==> src/rtl/servo_pulse_decoder.sv <==
// Servo PWM receiver: measures high time and rise-to-rise period of each frame,
// validates it and publishes width, period and an 8-bit position code.
// Optional input deglitch filter enabled by defining SERVO_DEC_DEGLITCH_EN.
module servo_pulse_decoder #(
    parameter int unsigned CLK_FREQ        = 25_000_000,
    parameter int unsigned PERIOD          = 500_000,
    parameter int unsigned WIDTH_TOL       = PERIOD / 100,
    parameter int unsigned PERIOD_TOL      = PERIOD / 10,
    parameter int unsigned TIMEOUT         = 2 * PERIOD,
    parameter int unsigned DEGLITCH_CYCLES = 4
) (
    input  logic        clk,
    input  logic        rst_n,
    input  logic        servo_in,
    output logic [31:0] pulse_width,
    output logic [31:0] period_meas,
    output logic [7:0]  position,
    output logic        sample_valid,
    output logic        frame_err,
    output logic        signal_lost
);

    localparam logic [32:0] MIN_W   = 33'(PERIOD / 20);
    localparam logic [32:0] MAX_W   = 33'(PERIOD / 10);
    localparam logic [32:0] W_TOL   = 33'(WIDTH_TOL);
    localparam logic [32:0] P_NOM   = 33'(PERIOD);
    localparam logic [32:0] P_TOL   = 33'(PERIOD_TOL);
    localparam logic [31:0] WD_LAST = 32'(TIMEOUT - 1);
    localparam logic [39:0] SPAN    = 40'(PERIOD / 10 - PERIOD / 20);

    if (PERIOD < 20) begin : g_bad_period
        $error("servo_pulse_decoder: PERIOD must be at least 20");
    end
    if (TIMEOUT == 0) begin : g_bad_timeout
        $error("servo_pulse_decoder: TIMEOUT must be non-zero");
    end
    if (DEGLITCH_CYCLES == 0) begin : g_bad_deglitch
        $error("servo_pulse_decoder: DEGLITCH_CYCLES must be non-zero");
    end
    if (CLK_FREQ == 0) begin : g_bad_clk
        $error("servo_pulse_decoder: CLK_FREQ must be non-zero");
    end

    typedef enum logic [1:0] {
        S_IDLE,
        S_HIGH,
        S_LOW
    } state_e;

    // Saturate a measured width into the [MIN_W, MAX_W] servo window.
    function automatic logic [31:0] sat_width(input logic [31:0] w);
        logic [31:0] c;
        c = w;
        if ({1'b0, w} < MIN_W) begin
            c = MIN_W[31:0];
        end else if ({1'b0, w} > MAX_W) begin
            c = MAX_W[31:0];
        end
        return c;
    endfunction

    // Map a saturated width onto 0..255, truncating.
    function automatic logic [7:0] pos_scale(input logic [31:0] w);
        return 8'(((40'(w) - 40'(MIN_W[31:0])) * 40'd255) / SPAN);
    endfunction

    function automatic logic frame_ok(input logic [31:0] hi, input logic [31:0] per);
        logic [32:0] h33;
        logic [32:0] p33;
        h33 = {1'b0, hi};
        p33 = {1'b0, per};
        return (h33 + W_TOL >= MIN_W) && (h33 <= MAX_W + W_TOL) &&
               (p33 + P_TOL >= P_NOM) && (p33 <= P_NOM + P_TOL);
    endfunction

    logic meta_q;
    logic sync_q;
    logic clean;
    logic edge_q;
    logic rise;
    logic fall;

    always_ff @(posedge clk or negedge rst_n) begin
        if (!rst_n) begin
            meta_q <= 1'b0;
            sync_q <= 1'b0;
        end else begin
            meta_q <= servo_in;
            sync_q <= meta_q;
        end
    end

`ifdef SERVO_DEC_DEGLITCH_EN
    localparam int DG_W = $clog2(DEGLITCH_CYCLES + 1);

    logic [DG_W-1:0] dg_cnt_q;
    logic            filt_q;

    // Follow the synchronized input only after it holds a new level long enough.
    always_ff @(posedge clk or negedge rst_n) begin
        if (!rst_n) begin
            dg_cnt_q <= '0;
            filt_q   <= 1'b0;
        end else if (sync_q == filt_q) begin
            dg_cnt_q <= '0;
        end else if (dg_cnt_q == DG_W'(DEGLITCH_CYCLES - 1)) begin
            dg_cnt_q <= '0;
            filt_q   <= sync_q;
        end else begin
            dg_cnt_q <= dg_cnt_q + DG_W'(1);
        end
    end

    assign clean = filt_q;
`else
    assign clean = sync_q;
`endif

    always_ff @(posedge clk or negedge rst_n) begin
        if (!rst_n) begin
            edge_q <= 1'b0;
        end else begin
            edge_q <= clean;
        end
    end

    assign rise = clean & ~edge_q;
    assign fall = ~clean & edge_q;

    state_e      state_q,    state_d;
    logic [31:0] hi_cnt_q,   hi_cnt_d;
    logic [31:0] per_cnt_q,  per_cnt_d;
    logic [31:0] wd_cnt_q,   wd_cnt_d;
    logic [31:0] pw_q,       pw_d;
    logic [31:0] per_meas_q, per_meas_d;
    logic [7:0]  pos_q,      pos_d;
    logic        sv_q,       sv_d;
    logic        fe_q,       fe_d;
    logic        lost_q,     lost_d;

    always_ff @(posedge clk or negedge rst_n) begin
        if (!rst_n) begin
            state_q    <= S_IDLE;
            hi_cnt_q   <= '0;
            per_cnt_q  <= '0;
            wd_cnt_q   <= '0;
            pw_q       <= '0;
            per_meas_q <= '0;
            pos_q      <= '0;
            sv_q       <= 1'b0;
            fe_q       <= 1'b0;
            lost_q     <= 1'b1;
        end else begin
            state_q    <= state_d;
            hi_cnt_q   <= hi_cnt_d;
            per_cnt_q  <= per_cnt_d;
            wd_cnt_q   <= wd_cnt_d;
            pw_q       <= pw_d;
            per_meas_q <= per_meas_d;
            pos_q      <= pos_d;
            sv_q       <= sv_d;
            fe_q       <= fe_d;
            lost_q     <= lost_d;
        end
    end

    always_comb begin
        state_d    = state_q;
        hi_cnt_d   = hi_cnt_q;
        per_cnt_d  = per_cnt_q;
        wd_cnt_d   = wd_cnt_q + 32'd1;
        pw_d       = pw_q;
        per_meas_d = per_meas_q;
        pos_d      = pos_q;
        sv_d       = 1'b0;
        fe_d       = 1'b0;
        lost_d     = lost_q;

        if (rise || fall) begin
            wd_cnt_d = '0;
        end

        // The fall cycle already belongs to the low part of the frame.
        case (state_q)
            S_IDLE: begin
                if (rise) begin
                    hi_cnt_d  = 32'd1;
                    per_cnt_d = 32'd1;
                    state_d   = S_HIGH;
                end
            end
            S_HIGH: begin
                per_cnt_d = per_cnt_q + 32'd1;
                if (fall) begin
                    state_d = S_LOW;
                end else begin
                    hi_cnt_d = hi_cnt_q + 32'd1;
                end
            end
            S_LOW: begin
                if (rise) begin
                    if (frame_ok(hi_cnt_q, per_cnt_q)) begin
                        pw_d       = hi_cnt_q;
                        per_meas_d = per_cnt_q;
                        pos_d      = pos_scale(sat_width(hi_cnt_q));
                        sv_d       = 1'b1;
                        lost_d     = 1'b0;
                    end else begin
                        fe_d = 1'b1;
                    end
                    hi_cnt_d  = 32'd1;
                    per_cnt_d = 32'd1;
                    state_d   = S_HIGH;
                end else begin
                    per_cnt_d = per_cnt_q + 32'd1;
                end
            end
            default: begin
                state_d = S_IDLE;
            end
        endcase

        // An edge in the expiry cycle keeps the frame alive.
        if (!rise && !fall && wd_cnt_q == WD_LAST) begin
            state_d   = S_IDLE;
            hi_cnt_d  = '0;
            per_cnt_d = '0;
            wd_cnt_d  = '0;
            lost_d    = 1'b1;
        end
    end

    assign pulse_width  = pw_q;
    assign period_meas  = per_meas_q;
    assign position     = pos_q;
    assign sample_valid = sv_q;
    assign frame_err    = fe_q;
    assign signal_lost  = lost_q;

endmodule
==> config.mk <==
export PLATFORM = sky130hd
export DESIGN_NAME = servo_pulse_decoder
export DESIGN_NICKNAME = d
export VERILOG_FILES = /design/src/rtl/servo_pulse_decoder.sv
export SDC_FILE = /design/constraint.sdc
export NUM_CORES = 1
export LEC_CHECK = 0
export ABC_AREA = 1
export BUFFER_PORTS_ARGS = -buffer_cell sky130_fd_sc_hd__buf_2
export CAP_MARGIN = 20
export CORE_MARGIN = 5
export CORE_UTILIZATION = 40
export CTS_CLUSTER_SIZE = 12
export DETAILED_ROUTE_END_ITERATION = 16
export PLACE_DENSITY = 0.6
export SYNTH_ARGS = -nofsm -noshare
export SYNTH_HDL_FRONTEND = slang
export SYNTH_SLANG_ARGS = --single-unit
==> constraint.sdc <==
create_clock -name clk -period 26.8 [get_ports clk]
set_clock_uncertainty 0.2 [all_clocks]
set_input_delay 4.02 -clock clk [delete_from_list [all_inputs] [get_ports clk]]
set_output_delay 4.02 -clock clk [all_outputs]
set_load 0.02 [all_outputs]
==> flow_metrics.py <==
metrics = {
    "status": {
        "status": "finished clean",
    },
    "sta": {
        "hold_viol": 0,
        "relSlewSlack": 0.343,
        "setup_slack_ns": 0.690,
        "rsz0062_at_grt": "true",
        "finalSetupViolCount": 0,
        "slew_viol_final": 0,
        "fin_crit_sh": 0.974,
        "period_needed_ns": 26.11,
        "fmax_mhz": 38.3,
        "fin_hold_ws_ns": 0.214,
        "tightest_slew_ns": 0.984,
    },
    "setup_path": {
        "slowest_delay_ns": 0.54,
        "crit_arrival_ns": 26.23,
        "cp_max_fo": 15,
        "path_class": "flip-flop to flip-flop",
        "crit_family": "simple AND/OR/NAND/NOR gates",
        "cp-end-kind": "flip-flop",
        "cp_common_cell": "nand2_2",
        "crit_buf_inv": 34,
        "cp-start-kind": "flip-flop",
        "crit_slowest_cell": "fa_1",
        "required_ns": 26.92,
    },
    "finish": {
        "antenna_cells": 0,
        "drive_gt1_frac": 0.313,
        "seq_area_um2": 4410,
        "multiInputGateArea_um2": 24700,
        "final_net_count": 5276,
        "areaGrowthSynthToFinish_pct": 21.8,
        "fillCellCount": 7685,
        "stdcell_area_um2": 37300,
    },
    "place": {
        "place_congestion": 0.948,
        "dp_hpwl_mm": 65.5,
        "placed_area_um2": 33100,
        "place_ws_ns": -0.972,
        "port_buffers": 77,
    },
    "global_routing": {
        "grt_pass1_wl_mm": 131,
        "grt_max_degree": 103,
        "gr-usage-all-layers": 0.186,
        "antenna_found_initial": 0,
        "grt_pass1_vias": 26986,
        "overflow": 0,
    },
    "run": {
        "drv_cap": 0,
    },
    "logic_synthesis": {
        "ys_ff_latch": 176,
        "ys_async_sr_fraction": 1.00,
        "syn_area_um2": 30600,
        "yosysMostFrequentCell": "nand2_1",
        "syn_inst": 4634,
        "ys_seq_area_frac": 0.144,
        "synth_edf_count": 0,
        "syn_area_per_cell_um2": 6.61,
        "yosys_warnings": 0,
        "synth_common_cells": "nand2_1 (1118), inv_1 (769), nand3_1 (443)",
        "yosysTopAreaCellShare": 0.143,
        "synthTopCellsByArea": "dfrtp_1 (14%), nand2_1 (14%), inv_1 (9.4%), fa_1 (9.2%), nand3_1 (7.2%)",
        "synth_top_area_cell": "dfrtp_1",
        "synth_cell_types": 79,
        "ys.flop_type": "dfrtp_1",
    },
    "floorplan": {
        "core_area_um2": 75900,
        "die_h_um": 287,
        "die_w_um": 287,
        "start_util": 0.403,
        "dieArea_um2": 82200,
        "num_rows": 101,
        "io_pins": 78,
    },
    "clock_network": {
        "cts_buffers": 17,
        "clock_path_buffers": 2,
        "root_buffer": "clkbuf_16",
        "ctsHoldBuffers": 0,
        "cts_tree": "done",
        "cts_sinks": 176,
        "clkTransAtPathRegs_ns": 0.07,
        "clock_latency_ns": 0.44,
        "cts_max_level": 4,
    },
    "drt": {
        "viasPerCell": 4.87,
        "postRouteAntennaNets": 0,
        "drc": 0,
        "routedWlPerCell_um": 13.6,
        "first_iter_violations": 1705,
        "first_pass_iters": 5,
        "routed_wl_mm": 82.6,
        "num_vias": 29650,
    },
    "worst_hold_path": {
        "hp-class": "flip-flop to flip-flop",
    },
}
## cell type report
type	instances	area share
timing repair buffer	385	0.0762
clock buffer	19	0.0116
inverter	881	0.0926
tap	1030	0.0346
multi-input combinational	3581	0.662
sequential	176	0.118
clock inverter	13	0.00463
## registers in the layout, summed over array words and instances (netlist names)
name and flops:
hi_cnt_q 32, per_cnt_q 32, period_meas 32, pulse_width 32, wd_cnt_q 32, position 8, state_q 2, clean 1
edge_q 1, frame_err 1, meta_q 1, sample_valid 1, signal_lost 1
## final timing paths
| kind | start | end | slack (ns) | cells after the start |
|---|---|---|---|---|
| min in group asynchronous | rst_n | pulse_width[24] | 3.46 | 1 |
| hold reg to reg | meta_q | clean | 0.21 | 0 |
| max in group asynchronous | rst_n | hi_cnt_q[15] | 21.41 | 2 |
| setup reg to reg | hi_cnt_q[20] | position[0] | 0.69 | 200 |
| hold / removal | meta_q | clean | 0.21 | 0 |
| setup / recovery | hi_cnt_q[20] | position[0] | 0.69 | 200 |
## layer usage
metal  GRT usage  vias to the layer above  share of wire
li1            -                    15279              -
met1       0.258                    13714           0.47
met2       0.322                      571           0.49
met3      0.0149                       86          0.032
met4      0.0335                        0          0.014
met5           0                        -              0
## what timing repair did
| item | CTS | global route |
|---|---|---|
| pin swaps | 7 | 210 |
| endpoints found under the setup margin | 3 | 5 |
| buffers inserted | 15 | 157 |
| gates resized for setup | 23 | 468 |
| cloned | 1 | 21 |
## cell families after synthesis
kind of cell    synth area share
compound gates            0.0780
xor+xnor                  0.0393
simple gates               0.481
mux                      0.00217
flops                      0.144
fa+ha+maj                  0.129
other cells             0.000245
buf+inv                    0.127
## layout by cell type (no fill, tap or decap), types with 101 or more instances in the layout
cell type     n
a21oi_1     106
nand2_1    1035
nand2_2     357
dfrtp_1     169
xor2_1      101
inv_1       737
nor2_1      264
nand2_4     208
o21ai_0     108
buf_4       287
nand3_1     387
fa_1        136
## worst reg2reg max path, delay by kind of cell, from the launching register on
| family | cells | cell delay (ns) |
|---|---|---|
| and+or+nand+nor | 144 | 15.77 |
| buffers and inverters | 34 | 4.04 |
| AOI/OAI and AO/OA | 15 | 2.75 |
| adders and majority gates | 6 | 2.66 |
| DFF | 1 | 0.41 |
| xor gates and xnor gates | 1 | 0.23 |
## metrics by stage
stage	TNS, ns	utilization	cells
after floorplan	0	-	4678
after global placement	-0.817	0.435	5858
after detailed placement	-1.75	0.435	5859
after CTS	0	0.447	5907
after global routing	-1.90	0.491	6085
final	0	0.491	6085
Power is not shown: default switching activity piles up to over one toggle a cycle in this logic, so the estimate is an artifact.
